## config.mk

```make
export PLATFORM = sky130hd
export DESIGN_NAME = flag_branch_unit_flat
export DESIGN_NICKNAME = d
export VERILOG_FILES = /design/src/rtl/flag_branch_unit_if.sv /design/src/rtl/flag_branch_unit.sv /design/src/flat_wrapper.sv
export SDC_FILE = /design/constraint.sdc
export NUM_CORES = 1
export LEC_CHECK = 0
export CAP_MARGIN = 20
export CORE_MARGIN = 1
export CORE_UTILIZATION = 41
export DETAILED_ROUTE_END_ITERATION = 8
export PLACE_DENSITY = 0.82
export SLEW_MARGIN = 20
export SYNTH_ARGS = -nofsm -noshare
export SYNTH_HDL_FRONTEND = slang
export SYNTH_SLANG_ARGS = --single-unit
```

## constraint.sdc

```tcl
create_clock -name clk -period 2.7 [get_ports clk]
set_input_delay 0.81 -clock clk [delete_from_list [all_inputs] [get_ports clk]]
set_output_delay 0.81 -clock clk [all_outputs]
set_load 0.01 [all_outputs]
```

## src/rtl/flag_branch_unit_if.sv

```systemverilog
// Flag/branch bundle between EX, decode and fetch.
// The unit itself uses the slave modport.
interface flag_branch_unit_if #(
  parameter int PC_W = 16
);
  logic            ex_valid;
  logic [3:0]      ex_opcode;
  logic            z_set;
  logic            v_set;
  logic            n_set;
  logic            br_valid;
  logic            br_is_reg;
  logic [2:0]      br_cond;
  logic [8:0]      br_imm;
  logic [PC_W-1:0] br_reg;
  logic [PC_W-1:0] pc_plus2;
  logic            flush;
  logic [2:0]      flags;
  logic            hold;
  logic            br_done;
  logic            br_taken;
  logic [PC_W-1:0] br_target;

  modport master (
    output ex_valid, ex_opcode,
    output z_set, v_set, n_set,
    output br_valid, br_is_reg, br_cond,
    output br_imm, br_reg, pc_plus2, flush,
    input  flags, hold,
    input  br_done, br_taken, br_target
  );

  modport slave (
    input  ex_valid, ex_opcode,
    input  z_set, v_set, n_set,
    input  br_valid, br_is_reg, br_cond,
    input  br_imm, br_reg, pc_plus2, flush,
    output flags, hold,
    output br_done, br_taken, br_target
  );
endinterface

```

## src/rtl/flag_branch_unit.sv

```systemverilog
// Z/V/N flag register and conditional branch resolver.
// Optional macro BR_STATS_EN adds resolved/taken counters.
module flag_branch_unit #(
  parameter bit BYPASS = 1'b1,
  parameter int PC_W   = 16
) (
  input  logic clk,
  input  logic rst,
  flag_branch_unit_if.slave bus
`ifdef BR_STATS_EN
  ,
  output logic [15:0] stat_resolved,
  output logic [15:0] stat_taken
`endif
);

  typedef enum logic {
    IDLE,
    HOLD
  } state_t;

  state_t          state_q;
  state_t          state_d;
  logic [2:0]      flags_q;
  logic [2:0]      eff_flags;
  logic            wr_all;
  logic            wr_z;
  logic            hazard;
  logic [PC_W-1:0] imm_ext;
  logic [PC_W-1:0] b_tgt;
  logic [PC_W-1:0] br_tgt;
  logic [2:0]      pend_cond;
  logic [PC_W-1:0] pend_tgt;
  logic            hold_c;
  logic            cap;
  logic            res_en;
  logic            res_taken;
  logic [PC_W-1:0] res_tgt;
  logic            done_q;
  logic            taken_q;
  logic [PC_W-1:0] target_q;

  function automatic logic cond_ok(
    input logic [2:0] c,
    input logic [2:0] f
  );
    logic z;
    logic v;
    logic n;
    logic r;
    z = f[2];
    v = f[1];
    n = f[0];
    r = 1'b0;
    unique case (c)
      3'b000: r = !z;
      3'b001: r = z;
      3'b010: r = !z && !n;
      3'b011: r = n;
      3'b100: r = z || (!z && !n);
      3'b101: r = n || z;
      3'b110: r = v;
      3'b111: r = 1'b1;
      default: r = 1'b0;
    endcase
    return r;
  endfunction

  // opcode class decode for flag writers
  always_comb begin
    wr_all = 1'b0;
    wr_z   = 1'b0;
    unique case (1'b1)
      (bus.ex_opcode inside {4'h0, 4'h1}):
        wr_all = 1'b1;
      (bus.ex_opcode inside {4'h2, 4'h4, 4'h5, 4'h6}):
        wr_z = 1'b1;
      default: ;
    endcase
  end

  // flags as they stand after this edge's update
  always_comb begin
    eff_flags = flags_q;
    if (bus.ex_valid && wr_all) begin
      eff_flags = {bus.z_set, bus.v_set, bus.n_set};
    end else if (bus.ex_valid && wr_z) begin
      eff_flags[2] = bus.z_set;
    end
  end

  assign hazard  = bus.br_valid && bus.ex_valid && (wr_all || wr_z);
  assign imm_ext = PC_W'($signed(bus.br_imm));
  assign b_tgt   = bus.pc_plus2 + (imm_ext << 1);
  assign br_tgt  = bus.br_is_reg ? bus.br_reg : b_tgt;

  // next state, hazard hold and resolution select
  always_comb begin
    state_d   = state_q;
    hold_c    = 1'b0;
    cap       = 1'b0;
    res_en    = 1'b0;
    res_taken = 1'b0;
    res_tgt   = br_tgt;
    unique case (state_q)
      IDLE: begin
        if (bus.br_valid && !bus.flush) begin
          if (hazard && !BYPASS) begin
            hold_c  = 1'b1;
            cap     = 1'b1;
            state_d = HOLD;
          end else begin
            res_en    = 1'b1;
            res_taken = cond_ok(bus.br_cond,
                                BYPASS ? eff_flags : flags_q);
          end
        end
      end
      HOLD: begin
        state_d = IDLE;
        if (!bus.flush) begin
          res_en    = 1'b1;
          res_taken = cond_ok(pend_cond, flags_q);
          res_tgt   = pend_tgt;
        end
      end
      default: state_d = IDLE;
    endcase
  end

  // state register
  always_ff @(posedge clk) begin
    if (rst) state_q <= IDLE;
    else     state_q <= state_d;
  end

  // architectural flags, never blocked by flush
  always_ff @(posedge clk) begin
    if (rst) flags_q <= 3'b000;
    else     flags_q <= eff_flags;
  end

  // pending branch captured on a hazard hold
  always_ff @(posedge clk) begin
    if (rst) begin
      pend_cond <= 3'b000;
      pend_tgt  <= '0;
    end else if (cap) begin
      pend_cond <= bus.br_cond;
      pend_tgt  <= br_tgt;
    end
  end

  // registered result to fetch; taken/target sticky
  always_ff @(posedge clk) begin
    if (rst) begin
      done_q   <= 1'b0;
      taken_q  <= 1'b0;
      target_q <= '0;
    end else begin
      done_q <= res_en;
      if (res_en) begin
        taken_q  <= res_taken;
        target_q <= res_tgt;
      end
    end
  end

`ifdef BR_STATS_EN
  // saturating counters, bumped as the result registers
  always_ff @(posedge clk) begin
    if (rst) begin
      stat_resolved <= 16'h0000;
      stat_taken    <= 16'h0000;
    end else if (res_en) begin
      if (stat_resolved != 16'hFFFF)
        stat_resolved <= stat_resolved + 16'h0001;
      if (res_taken && stat_taken != 16'hFFFF)
        stat_taken <= stat_taken + 16'h0001;
    end
  end
`endif

  assign bus.flags     = flags_q;
  assign bus.hold      = hold_c && !rst;
  assign bus.br_done   = done_q;
  assign bus.br_taken  = taken_q;
  assign bus.br_target = target_q;

endmodule
```

## src/flat_wrapper.sv

```systemverilog
// flat-port wrapper written by rule: the top's interface ports become plain ports
module flag_branch_unit_flat 
#(
  parameter bit BYPASS = 1'b1,
  parameter int PC_W   = 16
)
  (clk, rst, bus_ex_valid, bus_ex_opcode, bus_z_set, bus_v_set, bus_n_set, bus_br_valid, bus_br_is_reg, bus_br_cond, bus_br_imm, bus_br_reg, bus_pc_plus2, bus_flush, bus_flags, bus_hold, bus_br_done, bus_br_taken, bus_br_target);
  flag_branch_unit_if #(.PC_W(PC_W)) bus_i ();
  input  logic clk;
  input  logic rst;
  input wire logic [$bits(bus_i.ex_valid)-1:0] bus_ex_valid;
  input wire logic [$bits(bus_i.ex_opcode)-1:0] bus_ex_opcode;
  input wire logic [$bits(bus_i.z_set)-1:0] bus_z_set;
  input wire logic [$bits(bus_i.v_set)-1:0] bus_v_set;
  input wire logic [$bits(bus_i.n_set)-1:0] bus_n_set;
  input wire logic [$bits(bus_i.br_valid)-1:0] bus_br_valid;
  input wire logic [$bits(bus_i.br_is_reg)-1:0] bus_br_is_reg;
  input wire logic [$bits(bus_i.br_cond)-1:0] bus_br_cond;
  input wire logic [$bits(bus_i.br_imm)-1:0] bus_br_imm;
  input wire logic [$bits(bus_i.br_reg)-1:0] bus_br_reg;
  input wire logic [$bits(bus_i.pc_plus2)-1:0] bus_pc_plus2;
  input wire logic [$bits(bus_i.flush)-1:0] bus_flush;
  output wire logic [$bits(bus_i.flags)-1:0] bus_flags;
  output wire logic [$bits(bus_i.hold)-1:0] bus_hold;
  output wire logic [$bits(bus_i.br_done)-1:0] bus_br_done;
  output wire logic [$bits(bus_i.br_taken)-1:0] bus_br_taken;
  output wire logic [$bits(bus_i.br_target)-1:0] bus_br_target;
  assign bus_i.ex_valid = bus_ex_valid;
  assign bus_i.ex_opcode = bus_ex_opcode;
  assign bus_i.z_set = bus_z_set;
  assign bus_i.v_set = bus_v_set;
  assign bus_i.n_set = bus_n_set;
  assign bus_i.br_valid = bus_br_valid;
  assign bus_i.br_is_reg = bus_br_is_reg;
  assign bus_i.br_cond = bus_br_cond;
  assign bus_i.br_imm = bus_br_imm;
  assign bus_i.br_reg = bus_br_reg;
  assign bus_i.pc_plus2 = bus_pc_plus2;
  assign bus_i.flush = bus_flush;
  assign bus_flags = bus_i.flags;
  assign bus_hold = bus_i.hold;
  assign bus_br_done = bus_i.br_done;
  assign bus_br_taken = bus_i.br_taken;
  assign bus_br_target = bus_i.br_target;
  flag_branch_unit #(.BYPASS(BYPASS), .PC_W(PC_W)) u_core (.clk(clk), .rst(rst), .bus(bus_i));
endmodule
```

==> reports/summary.txt <==
Outcome: finished, final reports clean
Fmax: 383 MHz
Final Hold Slack: 0.501 ns
Chip width: 66.0 um
Final HPWL DP: 3930 um
Starting density of the core: 44.2%
Setup Fix Bufs, Post-CTS: 0
Via-to-Cell Ratio: 5.42
Synth Net Count: 285
Layout cells sized above 1: 14.7%
CP required: 2.89 ns
Final setup margin: 0.0915 ns
CP bufs+invs: 3
CP Capture Type: flip-flop
Critical-path top delay cell: clkdlybuf4s50_1
Largest net degree at the start of global routing: 24
Post-Synthesis Mean Instance Area: 7.89 sq um
Hold crit path type: reg -> reg
Pwr dens: 352 nW/um^2
RSZ-0062 raised after global routing: true
Drt pass-1 iters: 4
DRC Markers: 0
Met2 WL: 2340 um
Antenna Violating Nets Remaining: 0
Post-synthesis sequential area ratio: 25.0%
Vias in the first global route: 1726
Total grt overflow: 0
Root Driver: clkbuf_8
CORE AREA: 3800 sq um
DRT Wirelength: 4880 um
CP Class: in -> reg
RD Place Congestion: 0.925
Max-Cap Viols: 0
Row cnt: 22
Clock skew: 0.000412 ns
Initial DRC count: 85
Max stage delay on crit path: 0.46 ns
Total CTS buffers: 3
# fillers: 305
Die Y-Extent: 66.0 um
Post-synth top area share: 25.0%
CTS tree: built
CP Launch Type: input port
Synthesis Warnings: 0
CP Cell Sequence: clkdlybuf4s50_1, ha_1, inv_1, fa_1, nor2b_2, o2111ai_2, nand2_1, buf_4, xnor2_1, o21a_1, nor3_1
Lkg Pwr: 1.18 nW
Crit path max fanout: 2
Syn-to-layout area delta: 65.8%
Core Util, Final: 73.4%
Met3 Wirelength: 304 um
Setup slack at placement: -0.259 ns
Via count: 1957
Final Max Slew Viols: 0
Initial antenna violation count: 0
Die area: 4360 sq um
Final Setup Violations: 0
Final Critical Period: 2.61 ns
CTS sink cnt: 21
Area leader, netlist: dfxtp_1
Io pins: 79
Wl on met1: 2160 um
Max clock buf depth: 2
Crit share post-route: 96.6%
WL/cell: 13.5 um
Peak supply drop: 0.218 mV
Layout Nets: 386
CP top delay family: buffers and inverters
Yosys reg bits: 21
H-tree Lvls: 1
Clk Latency, worst-skew pair: 0.26 ns
Syn Std Cell Area: 1680 sq um
Port bufs: 77
Global-route usage over all layers: 22.5%
Top Metal Used: met4
Largest cells by area after synthesis: dfxtp_1, ha_1, a21oi_1, nor2_1, mux2i_1
Synth unique cells: 44
CTS clk-pin slew, worst paths: 0.08 ns
Final Hold Vio Count: 0
Global-route wire length before repair: 7730 um
N_diodes: 0
Worst EP arrival: 2.80 ns
Cells after synthesis: 213
==> cell type report <==
class / instances / area (sq um) / area share, %
clock buffer: 3 / 41.3 / 1.48
clock inverter: 1 / 5.00 / 0.180
inverter: 8 / 30.0 / 1.08
multi-input combinational: 173 / 1220 / 44.0
sequential: 21 / 420 / 15.1
tap: 48 / 60.1 / 2.16
timing repair buffer: 107 / 1000 / 36.1
==> where the power goes <==
group	switching, W	internal (W)	total, W
logic	0.000187	0.000241	0.000428
registers	0.00000993	0.000330	0.000340
clock network	0.000111	0.000103	0.000214
==> worst paths after layout <==
kind                            cells past startpoint                       to                    start  slack [ns]
worst max-delay path                               11  u_core.bus.br_target[7]          bus_pc_plus2[1]        0.09
worst min-delay path                                2  u_core.bus.br_target[4]  u_core.bus.br_target[4]        0.50
worst min register to register                      2  u_core.bus.br_target[4]  u_core.bus.br_target[4]        0.50
worst max register to register                      6      u_core.bus.br_taken      u_core.bus.flags[2]        1.34
==> per-stage QoR <==
stage | cells | TNS [ns] | cell area, sq um | total power, W
2_1_floorplan | 213 | 0 | 1680 | 0.000551
3_3_place_gp | 357 | -1.20 | 2690 | 0.000753
3_5_place_dp | 357 | -1.49 | 2690 | 0.000761
4_1_cts | 361 | 0 | 2740 | 0.000975
5_1_grt | 361 | -0.0500 | 2790 | 0.00104
6_report | 361 | 0 | 2790 | 0.000982
==> state kept, by name, summed over array words and instances (netlist names) <==
register / flops
u_core.bus.br_taken: 1
u_core.bus.br_done: 1
u_core.bus.br_target: 16
u_core.bus.flags: 3
==> layer usage <==
| metal | vias up | track usage, % |
|---|---|---|
| met4 | 0 | 8.24 |
| met5 | - | 0 |
| met1 | 895 | 28.6 |
| met3 | 8 | 3.10 |
| met2 | 72 | 38.3 |
| li1 | 982 | - |
==> cells in the mapped netlist (all sizes together) <==
cell,count
and2,1
o21ai,8
nor4b,2
a31oi,1
fa,1
clkbuf,9
nand3,2
buf,2
inv,8
nand4b,1
nor2,22
and4,2
nand2b,3
nand4,2
nand2,13
mux2i,8
o31ai,1
a211oi,6
nor2b,3
nor3,11
xnor2,5
and2b,1
a21o,5
a31o,1
nand3b,3
o21a,6
a21boi,1
conb,1
a221oi,1
o211ai,4
o21bai,1
and3,5
xor2,4
a41oi,1
o311a,1
o22ai,4
o2111ai,2
dfxtp,21
o311ai,1
a21oi,21
nor4,4
ha,14
==> cells by family after synthesis <==
| kind of cell | count (synthesis) | synth area share, % |
|---|---|---|
| flops | 21 | 25.0 |
| other cells | 1 | 0.223 |
| fa+ha+maj | 15 | 11.6 |
| mux | 8 | 4.77 |
| xor+xnor | 9 | 4.69 |
| simple gates | 75 | 23.8 |
| buf+inv | 19 | 4.54 |
| compound gates | 65 | 25.4 |
==> timing repair <==
item,in CTS,in global routing
endpoints found under the setup margin,0,6
hold buffers,0,0
resized for setup,0,12
==> layout by cell type, fill, tap and decap left out, types with 2 or more instances in the layout <==
master,n
nor2b_1,2
nand3b_1,3
nor3_1,11
nor4_1,4
nand4_1,2
xnor2_1,5
and3_1,5
a211oi_1,6
inv_1,8
a21o_1,5
a21oi_1,20
o21a_1,6
o211ai_1,4
nand2b_1,3
clkbuf_8,3
clkdlybuf4s50_1,75
nor2_1,22
buf_4,29
dfxtp_1,21
ha_1,13
xor2_1,4
mux2i_1,8
dlymetal6s2s_1,2
and4_1,2
nand2_1,13
o21ai_0,7
o22ai_1,4
==> worst min-delay path: stages (launching register included) <==
cell	delay, ns
dfxtp_1	0.31
nor2_1	0.09
a211oi_1	0.05
(Power assumes the default switching activity.)
